$ cat src/rtl/sha_sched_pkg.sv
// Shared types and constants for the SHA-256 job scheduler.
package sha_sched_pkg;

  localparam int unsigned ADDR_W        = 16;
  localparam int unsigned START_TIMEOUT = 4;

  typedef enum logic [2:0] {
    SlotFree,
    SlotLaunch,
    SlotWaitBusy,
    SlotRun,
    SlotReport
  } slot_state_e;

endpackage

$ cat src/rtl/sha_job_scheduler_if.sv
// Job submit and completion report bundle between a host and the scheduler.
interface sha_job_scheduler_if;
  import sha_sched_pkg::*;

  logic              job_valid;
  logic              job_ready;
  logic [ADDR_W-1:0] job_msg_addr;
  logic [ADDR_W-1:0] job_out_addr;
  logic              cmp_valid;
  logic [2:0]        cmp_core_id;
  logic [ADDR_W-1:0] cmp_out_addr;

  modport master (
    output job_valid, job_msg_addr, job_out_addr,
    input  job_ready, cmp_valid, cmp_core_id, cmp_out_addr
  );

  modport slave (
    input  job_valid, job_msg_addr, job_out_addr,
    output job_ready, cmp_valid, cmp_core_id, cmp_out_addr
  );

endinterface

$ cat src/rtl/sha_core_slot.sv
// One per-core slot: launch FSM, job address registers and start-timeout counter.
module sha_core_slot
  import sha_sched_pkg::*;
(
  input  logic              clk,
  input  logic              reset,
  input  logic              dispatch,
  input  logic [ADDR_W-1:0] msg_addr,
  input  logic [ADDR_W-1:0] out_addr,
  input  logic              core_done,
  input  logic              report_ack,
  output logic              core_start,
  output logic              is_free,
  output logic              report_req,
  output logic              err,
  output logic [ADDR_W-1:0] core_message_addr,
  output logic [ADDR_W-1:0] core_output_addr
);

  localparam int unsigned CntW = $clog2(START_TIMEOUT + 1);

  slot_state_e       state_q, state_d;
  logic [CntW-1:0]   wait_cnt_q, wait_cnt_d;
  logic              err_q, err_d;
  logic [ADDR_W-1:0] msg_q, out_q;

  always_ff @(posedge clk) begin
    if (reset) begin
      state_q    <= SlotFree;
      wait_cnt_q <= '0;
      err_q      <= 1'b0;
      msg_q      <= '0;
      out_q      <= '0;
    end else begin
      state_q    <= state_d;
      wait_cnt_q <= wait_cnt_d;
      err_q      <= err_d;
      if (dispatch) begin
        msg_q <= msg_addr;
        out_q <= out_addr;
      end
    end
  end

  always_comb begin
    state_d    = state_q;
    wait_cnt_d = wait_cnt_q;
    err_d      = err_q;
    unique case (state_q)
      SlotFree:   if (dispatch) state_d = SlotLaunch;
      SlotLaunch: begin
        state_d    = SlotWaitBusy;
        wait_cnt_d = '0;
      end
      SlotWaitBusy: begin
        // A core that never leaves idle is given up on; the slot frees without a report.
        if (!core_done) begin
          state_d = SlotRun;
        end else if (wait_cnt_q == CntW'(START_TIMEOUT - 1)) begin
          state_d = SlotFree;
          err_d   = 1'b1;
        end else begin
          wait_cnt_d = wait_cnt_q + 1'b1;
        end
      end
      SlotRun:    if (core_done) state_d = SlotReport;
      SlotReport: if (report_ack) state_d = SlotFree;
      default:    state_d = SlotFree;
    endcase
  end

  assign core_start        = (state_q == SlotLaunch);
  assign is_free           = (state_q == SlotFree);
  assign report_req        = (state_q == SlotReport);
  assign err               = err_q;
  assign core_message_addr = msg_q;
  assign core_output_addr  = out_q;

endmodule

$ cat src/rtl/sha_job_scheduler.sv
// Queues SHA-256 job descriptors and dispatches them round-robin onto NUM_CORES cores,
// reporting completions one per cycle with lowest-index priority.
module sha_job_scheduler
  import sha_sched_pkg::*;
#(
  parameter int unsigned NUM_CORES  = 2,
  parameter int unsigned FIFO_DEPTH = 4
) (
  input  logic                                clk,
  input  logic                                reset,
  sha_job_scheduler_if.slave                  job_if,
  output logic [NUM_CORES-1:0]                core_start,
  output logic [NUM_CORES-1:0][ADDR_W-1:0]    core_message_addr,
  output logic [NUM_CORES-1:0][ADDR_W-1:0]    core_output_addr,
  input  logic [NUM_CORES-1:0]                core_done,
  output logic [NUM_CORES-1:0]                err,
  output logic [$clog2(FIFO_DEPTH):0]         queue_count,
  output logic                                idle
);

  localparam int unsigned PtrW = (FIFO_DEPTH > 1) ? $clog2(FIFO_DEPTH) : 1;
  localparam int unsigned CntW = $clog2(FIFO_DEPTH) + 1;
  localparam int unsigned SelW = (NUM_CORES > 1) ? $clog2(NUM_CORES) : 1;

  logic [ADDR_W-1:0]    msg_mem [FIFO_DEPTH];
  logic [ADDR_W-1:0]    out_mem [FIFO_DEPTH];
  logic [PtrW-1:0]      wr_ptr_q, rd_ptr_q;
  logic [CntW-1:0]      count_q, count_d;
  logic [SelW-1:0]      rr_q, grant_idx, lo_idx, hi_idx;
  logic                 lo_found, hi_found;
  logic                 push, pop;
  logic [NUM_CORES-1:0] slot_free, report_req, report_ack, dispatch;
  logic                 cmp_found;
  logic [2:0]           cmp_id;
  logic [ADDR_W-1:0]    cmp_addr;

  assign job_if.job_ready = (count_q < CntW'(FIFO_DEPTH));
  assign push             = job_if.job_valid && job_if.job_ready;
  assign pop              = (count_q != '0) && lo_found;

  always_comb begin
    count_d = count_q;
    if (push && !pop) begin
      count_d = count_q + 1'b1;
    end else if (!push && pop) begin
      count_d = count_q - 1'b1;
    end
  end

  always_ff @(posedge clk) begin
    if (reset) begin
      wr_ptr_q <= '0;
      rd_ptr_q <= '0;
      count_q  <= '0;
      rr_q     <= '0;
    end else begin
      count_q <= count_d;
      if (push) wr_ptr_q <= (wr_ptr_q == PtrW'(FIFO_DEPTH - 1)) ? '0 : wr_ptr_q + 1'b1;
      if (pop) begin
        rd_ptr_q <= (rd_ptr_q == PtrW'(FIFO_DEPTH - 1)) ? '0 : rd_ptr_q + 1'b1;
        rr_q     <= (grant_idx == SelW'(NUM_CORES - 1)) ? '0 : grant_idx + 1'b1;
      end
    end
  end

  always_ff @(posedge clk) begin
    if (push) begin
      msg_mem[wr_ptr_q] <= job_if.job_msg_addr;
      out_mem[wr_ptr_q] <= job_if.job_out_addr;
    end
  end

  // Round-robin: lowest free slot at or above rr_q, else wrap to the lowest free slot.
  always_comb begin
    lo_found = 1'b0;
    hi_found = 1'b0;
    lo_idx   = '0;
    hi_idx   = '0;
    for (int i = NUM_CORES - 1; i >= 0; i--) begin
      if (slot_free[i]) begin
        lo_found = 1'b1;
        lo_idx   = SelW'(i);
        if (SelW'(i) >= rr_q) begin
          hi_found = 1'b1;
          hi_idx   = SelW'(i);
        end
      end
    end
    grant_idx = hi_found ? hi_idx : lo_idx;
    for (int i = 0; i < NUM_CORES; i++) begin
      dispatch[i] = pop && (grant_idx == SelW'(i));
    end
  end

  always_comb begin
    cmp_found  = 1'b0;
    cmp_id     = '0;
    cmp_addr   = '0;
    report_ack = '0;
    for (int i = 0; i < NUM_CORES; i++) begin
      if (report_req[i] && !cmp_found) begin
        cmp_found     = 1'b1;
        cmp_id        = 3'(i);
        cmp_addr      = core_output_addr[i];
        report_ack[i] = 1'b1;
      end
    end
  end

  assign job_if.cmp_valid    = cmp_found;
  assign job_if.cmp_core_id  = cmp_id;
  assign job_if.cmp_out_addr = cmp_addr;
  assign queue_count         = count_q;
  assign idle                = (count_q == '0) && (&slot_free);

  for (genvar i = 0; i < NUM_CORES; i++) begin : g_slot
    sha_core_slot u_slot (
      .clk               (clk),
      .reset             (reset),
      .dispatch          (dispatch[i]),
      .msg_addr          (msg_mem[rd_ptr_q]),
      .out_addr          (out_mem[rd_ptr_q]),
      .core_done         (core_done[i]),
      .report_ack        (report_ack[i]),
      .core_start        (core_start[i]),
      .is_free           (slot_free[i]),
      .report_req        (report_req[i]),
      .err               (err[i]),
      .core_message_addr (core_message_addr[i]),
      .core_output_addr  (core_output_addr[i])
    );
  end

endmodule

$ cat src/flat_wrapper.sv
// flat-port wrapper written by rule: the top's interface ports become plain ports
module sha_job_scheduler_flat import sha_sched_pkg::*;
#(
  parameter int unsigned NUM_CORES  = 2,
  parameter int unsigned FIFO_DEPTH = 4
)
  (clk, reset, core_start, core_message_addr, core_output_addr, core_done, err, queue_count, idle, job_if_job_valid, job_if_job_msg_addr, job_if_job_out_addr, job_if_job_ready, job_if_cmp_valid, job_if_cmp_core_id, job_if_cmp_out_addr);
  sha_job_scheduler_if job_if_i ();
  input  logic clk;
  input  logic reset;
  output logic [NUM_CORES-1:0] core_start;
  output logic [NUM_CORES-1:0][ADDR_W-1:0] core_message_addr;
  output logic [NUM_CORES-1:0][ADDR_W-1:0] core_output_addr;
  input  logic [NUM_CORES-1:0] core_done;
  output logic [NUM_CORES-1:0] err;
  output logic [$clog2(FIFO_DEPTH):0] queue_count;
  output logic idle;
  input wire logic [$bits(job_if_i.job_valid)-1:0] job_if_job_valid;
  input wire logic [$bits(job_if_i.job_msg_addr)-1:0] job_if_job_msg_addr;
  input wire logic [$bits(job_if_i.job_out_addr)-1:0] job_if_job_out_addr;
  output wire logic [$bits(job_if_i.job_ready)-1:0] job_if_job_ready;
  output wire logic [$bits(job_if_i.cmp_valid)-1:0] job_if_cmp_valid;
  output wire logic [$bits(job_if_i.cmp_core_id)-1:0] job_if_cmp_core_id;
  output wire logic [$bits(job_if_i.cmp_out_addr)-1:0] job_if_cmp_out_addr;
  assign job_if_i.job_valid = job_if_job_valid;
  assign job_if_i.job_msg_addr = job_if_job_msg_addr;
  assign job_if_i.job_out_addr = job_if_job_out_addr;
  assign job_if_job_ready = job_if_i.job_ready;
  assign job_if_cmp_valid = job_if_i.cmp_valid;
  assign job_if_cmp_core_id = job_if_i.cmp_core_id;
  assign job_if_cmp_out_addr = job_if_i.cmp_out_addr;
  sha_job_scheduler #(.NUM_CORES(NUM_CORES), .FIFO_DEPTH(FIFO_DEPTH)) u_core (.clk(clk), .reset(reset), .job_if(job_if_i), .core_start(core_start), .core_message_addr(core_message_addr), .core_output_addr(core_output_addr), .core_done(core_done), .err(err), .queue_count(queue_count), .idle(idle));
endmodule
$ cat config.mk
export PLATFORM = sky130hd
export DESIGN_NAME = sha_job_scheduler_flat
export DESIGN_NICKNAME = d
export VERILOG_FILES = /design/src/rtl/sha_sched_pkg.sv /design/src/rtl/sha_job_scheduler_if.sv /design/src/rtl/sha_core_slot.sv /design/src/rtl/sha_job_scheduler.sv /design/src/flat_wrapper.sv
export SDC_FILE = /design/constraint.sdc
export NUM_CORES = 1
export LEC_CHECK = 0
export ABC_AREA = 1
export ABC_CLOCK_PERIOD_IN_PS = 2900
export BUFFER_PORTS_ARGS = -buffer_cell sky130_fd_sc_hd__buf_2
export CAP_MARGIN = 20
export CORE_ASPECT_RATIO = 1.2
export CORE_MARGIN = 3
export CORE_UTILIZATION = 56
export DETAILED_ROUTE_END_ITERATION = 10
export GPL_ROUTABILITY_DRIVEN = 1
export PLACE_DENSITY_LB_ADDON = 0.1
export SYNTH_ARGS = -nofsm -noshare
export SYNTH_HDL_FRONTEND = slang
export SYNTH_SLANG_ARGS = --single-unit
$ cat constraint.sdc
create_clock -name clk -period 2.9 [get_ports clk]
set_clock_uncertainty 0.05 [all_clocks]
set_input_delay 0.435 -clock clk [delete_from_list [all_inputs] [get_ports clk]]
set_output_delay 0.435 -clock clk [all_outputs]
set_load 0.05 [all_outputs]
==> metrics.md <==
| Metric | Value |
|---|---|
| Status | finished clean |
| Fin crit share | 0.9533 |
| 1st-iter DRT viols | 515 |
| Ant diodes | 0 |
| Top cell type's share of synthesized area | 0.4560 |
| Post-route ant nets | 0 |
| Maximum VDD drop | 0.0005377 V |
| Wire length per cell | 17.10 microns |
| Vias in the first global route | 6044 |
| Period minus WS final | 2765 ps |
| Synth cell types | 32 |
| Number of setup violations in the final report | 0 |
| Most frequent cell after synthesis | nor2_1 |
| Clock sinks | 216 |
| Top-Level Pins | 130 |
| Core area | 14590 sq um |
| H-Tree Depth | 1 |
| Total global routing overflow | 0 |
| Worst Path Required | 2410 ps |
| RSZ-0062 raised after global routing | false |
| Die area | 16570 sq um |
| Seq/Total Area, Yosys | 0.6650 |
| Area Overhead vs Synth | 16.85% |
| Drc violations | 0 |
| Critical path peak fanout | 17 |
| Most area-hungry cell type in the Yosys netlist | edfxtp_1 |
| Pin count of the biggest net entering global routing | 65 |
| CTS resizes | 0 |
| Clock Latency Late Sink | 500 ps |
| Root buffer cell | clkbuf_16 |
| Total placed cells including tap cells | 1080 |
| Synth warnings | 0 |
| Die width | 118 microns |
| Pre-antenna DRT Iters | 5 |
| Ratio of cells with drive above 1 in the final layout | 0.2022 |
| Worst-case clock buffer depth | 3 |
| Avg Synthesized Cell Area | 10.66 sq um |
| Seq cells post-synth | 216 |
| DPL Wire Length | 12.38 mm |
| Chip height | 140.4 microns |
| Pwr per Cell Area | 1242 nW/um^2 |
| Worst Setup Path Type | reg -> out |
| Fin nets | 952 |
| Worst Tran Pin Value | 723.0 ps |
| Finished Layout Cells | 1120 |
| Global-route wire length before repair | 30.88 mm |
| Number of hold buffers added after CTS | 0 |
| Reg2reg setup slack | 710 ps |
| Most frequent cells after synthesis | nor2_1 (187), edfxtp_1 (128), o21ai_0 (119), dfxtp_1 (88), nand2_1 (57) |
| Port bufs | 127 |
| Data arrival, critical path | 2280 ps |
| Total power | 0.01223 W |
| Grt peak-use layer | met2 |
| Via/cell ratio | 5.460 |
| Headroom to the max-slew limit | 0.5173 |
| Met1 Track Usage GR | 0.3013 |
| Total wire length | 19.15 mm |
| Lkg Pwr | 3.980 nW |
| Clk pin slew, worst setup/hold paths | 60 ps |
| Highest clock rate | 361.7 MHz |
| Post-synth EDFFs | 128 |
| Starting Density | 0.5776 |
| Final Slew Violations | 0 |
| Met3 GRT Util | 0.04523 |
| Routability cong. | 0.9079 |
| Total GRT Usage | 0.2311 |
| Total CTS buffers | 22 |
| Crit path launch type | flop |
| Setup Buffers After CTS | 0 |
| Initial antenna violation count | 2 |
| Dominant synthesized flop cell | edfxtp_1 |
| Mapped cell area | 8429 sq um |
| Utilization after layout | 0.6749 |
| Rows | 48 |
| Worst min-delay path category | in -> reg |
| GRT met2 Usage | 0.3998 |
| Final hold viol count | 0 |
| TNS Setup | 0 ps |
| CP Capture Type | primary output |
| Largest cells by area after synthesis | edfxtp_1 (46%), dfxtp_1 (21%), nor2_1 (8.3%) |
| # Max-Cap Violations | 0 |
| Via count | 6115 |
| CTS tree | yes |
| Fillers | 1155 |
| Syn Inst Count | 791 |
| Asr flop ratio synth | 0 |
==> area by class of cell <==
type	instances	area (sq um)	share of cell area
inverters	39	153.9	0.01563
flip-flops and latches	216	5607	0.5692
clock buffers	31	605.6	0.06148
clock inverters	9	63.81	0.006479
multi-input cells	486	2431	0.2468
well taps	200	250.2	0.02541
repair buffers	139	738.2	0.07495
==> through the flow <==
step,cell area (sq um),worst slack (ps),hold WS (ps)
floorplan,8433,-162.4,380.4
global placement,9180,755.8,385.0
detailed placement,9180,667.4,392.0
CTS,9849,128.8,82.33
global route,9849,19.31,89.60
finish,9849,135.4,98.46
==> worst max-delay path: stages, from the launching register on <==
cell     delay (ps)
dfxtp_1         410
inv_1            70
nor2_1          160
inv_1            90
nor2_2          550
a32o_1          220
buf_2           280
==> layout by cell type (no fill, tap or decap), types with 10 or more instances in the layout <==
cell	n
buf_2	127
nor2_1	183
a32o_1	16
ha_1	10
edfxtp_1	128
inv_1	35
buf_4	11
a21oi_1	28
o21ai_0	119
dfxtp_1	87
o22ai_1	32
nand2_1	57
clkbuf_16	23
==> flip-flops by register name, summed over array words and instances, names as in the netlist, named ones only <==
register                                flops
u_core.g_slot.u_slot.wait_cnt_q             6
u_core.g_slot.u_slot.state_q                6
u_core.rr_q                                 1
u_core.g_slot.u_slot.core_message_addr     32
u_core.rd_ptr_q                             2
u_core.queue_count                          3
u_core.g_slot.u_slot.core_output_addr      32
u_core.wr_ptr_q                             2
u_core.msg_mem                             64
u_core.g_slot.u_slot.err                    2
u_core.out_mem                             64
==> worst paths after layout <==
kind,startpoint,to,cells past startpoint
worst max register to register,u_core.g_slot[0].u_slot.state_q[0],u_core.queue_count[1],9
worst min-delay path,job_if_job_msg_addr[3],u_core.msg_mem[0][3],1
worst max-delay path,u_core.g_slot[1].u_slot.state_q[2],job_if_cmp_out_addr[10],6
worst min register to register,u_core.g_slot[1].u_slot.err,u_core.g_slot[1].u_slot.err,2
==> cells by family (layout without fill, tap and decap cells) <==
group / count (synthesis) / count (layout) / share of synthesized area
AO/OA/AOI/OAI: 208 / 208 / 0.1406
adder cells (fa/ha/maj): 11 / 11 / 0.01722
buffers and inverters: 90 / 218 / 0.05062
flip-flops: 216 / 216 / 0.6650
other: 1 / 2 / 0.0004449
AND/OR/NAND/NOR: 265 / 265 / 0.1262
==> power by group <==
group / total, W / internal, W / switching (W)
combinational: 0.00521 / 0.00118 / 0.00403
sequential: 0.00441 / 0.00398 / 0.000429
clock: 0.00261 / 0.00154 / 0.00107
total: 0.0122 / 0.00670 / 0.00553
==> per-layer routing <==
metal | part of all wire | up-vias | routed length, microns
met5 | 0.0011 | - | 21
met4 | 0.014 | 4 | 268
met3 | 0.059 | 26 | 1135
met2 | 0.50 | 186 | 9532
met1 | 0.43 | 2929 | 8196
li1 | - | 2970 | -
No activity file was read; power rests on OpenSTA's default activity.
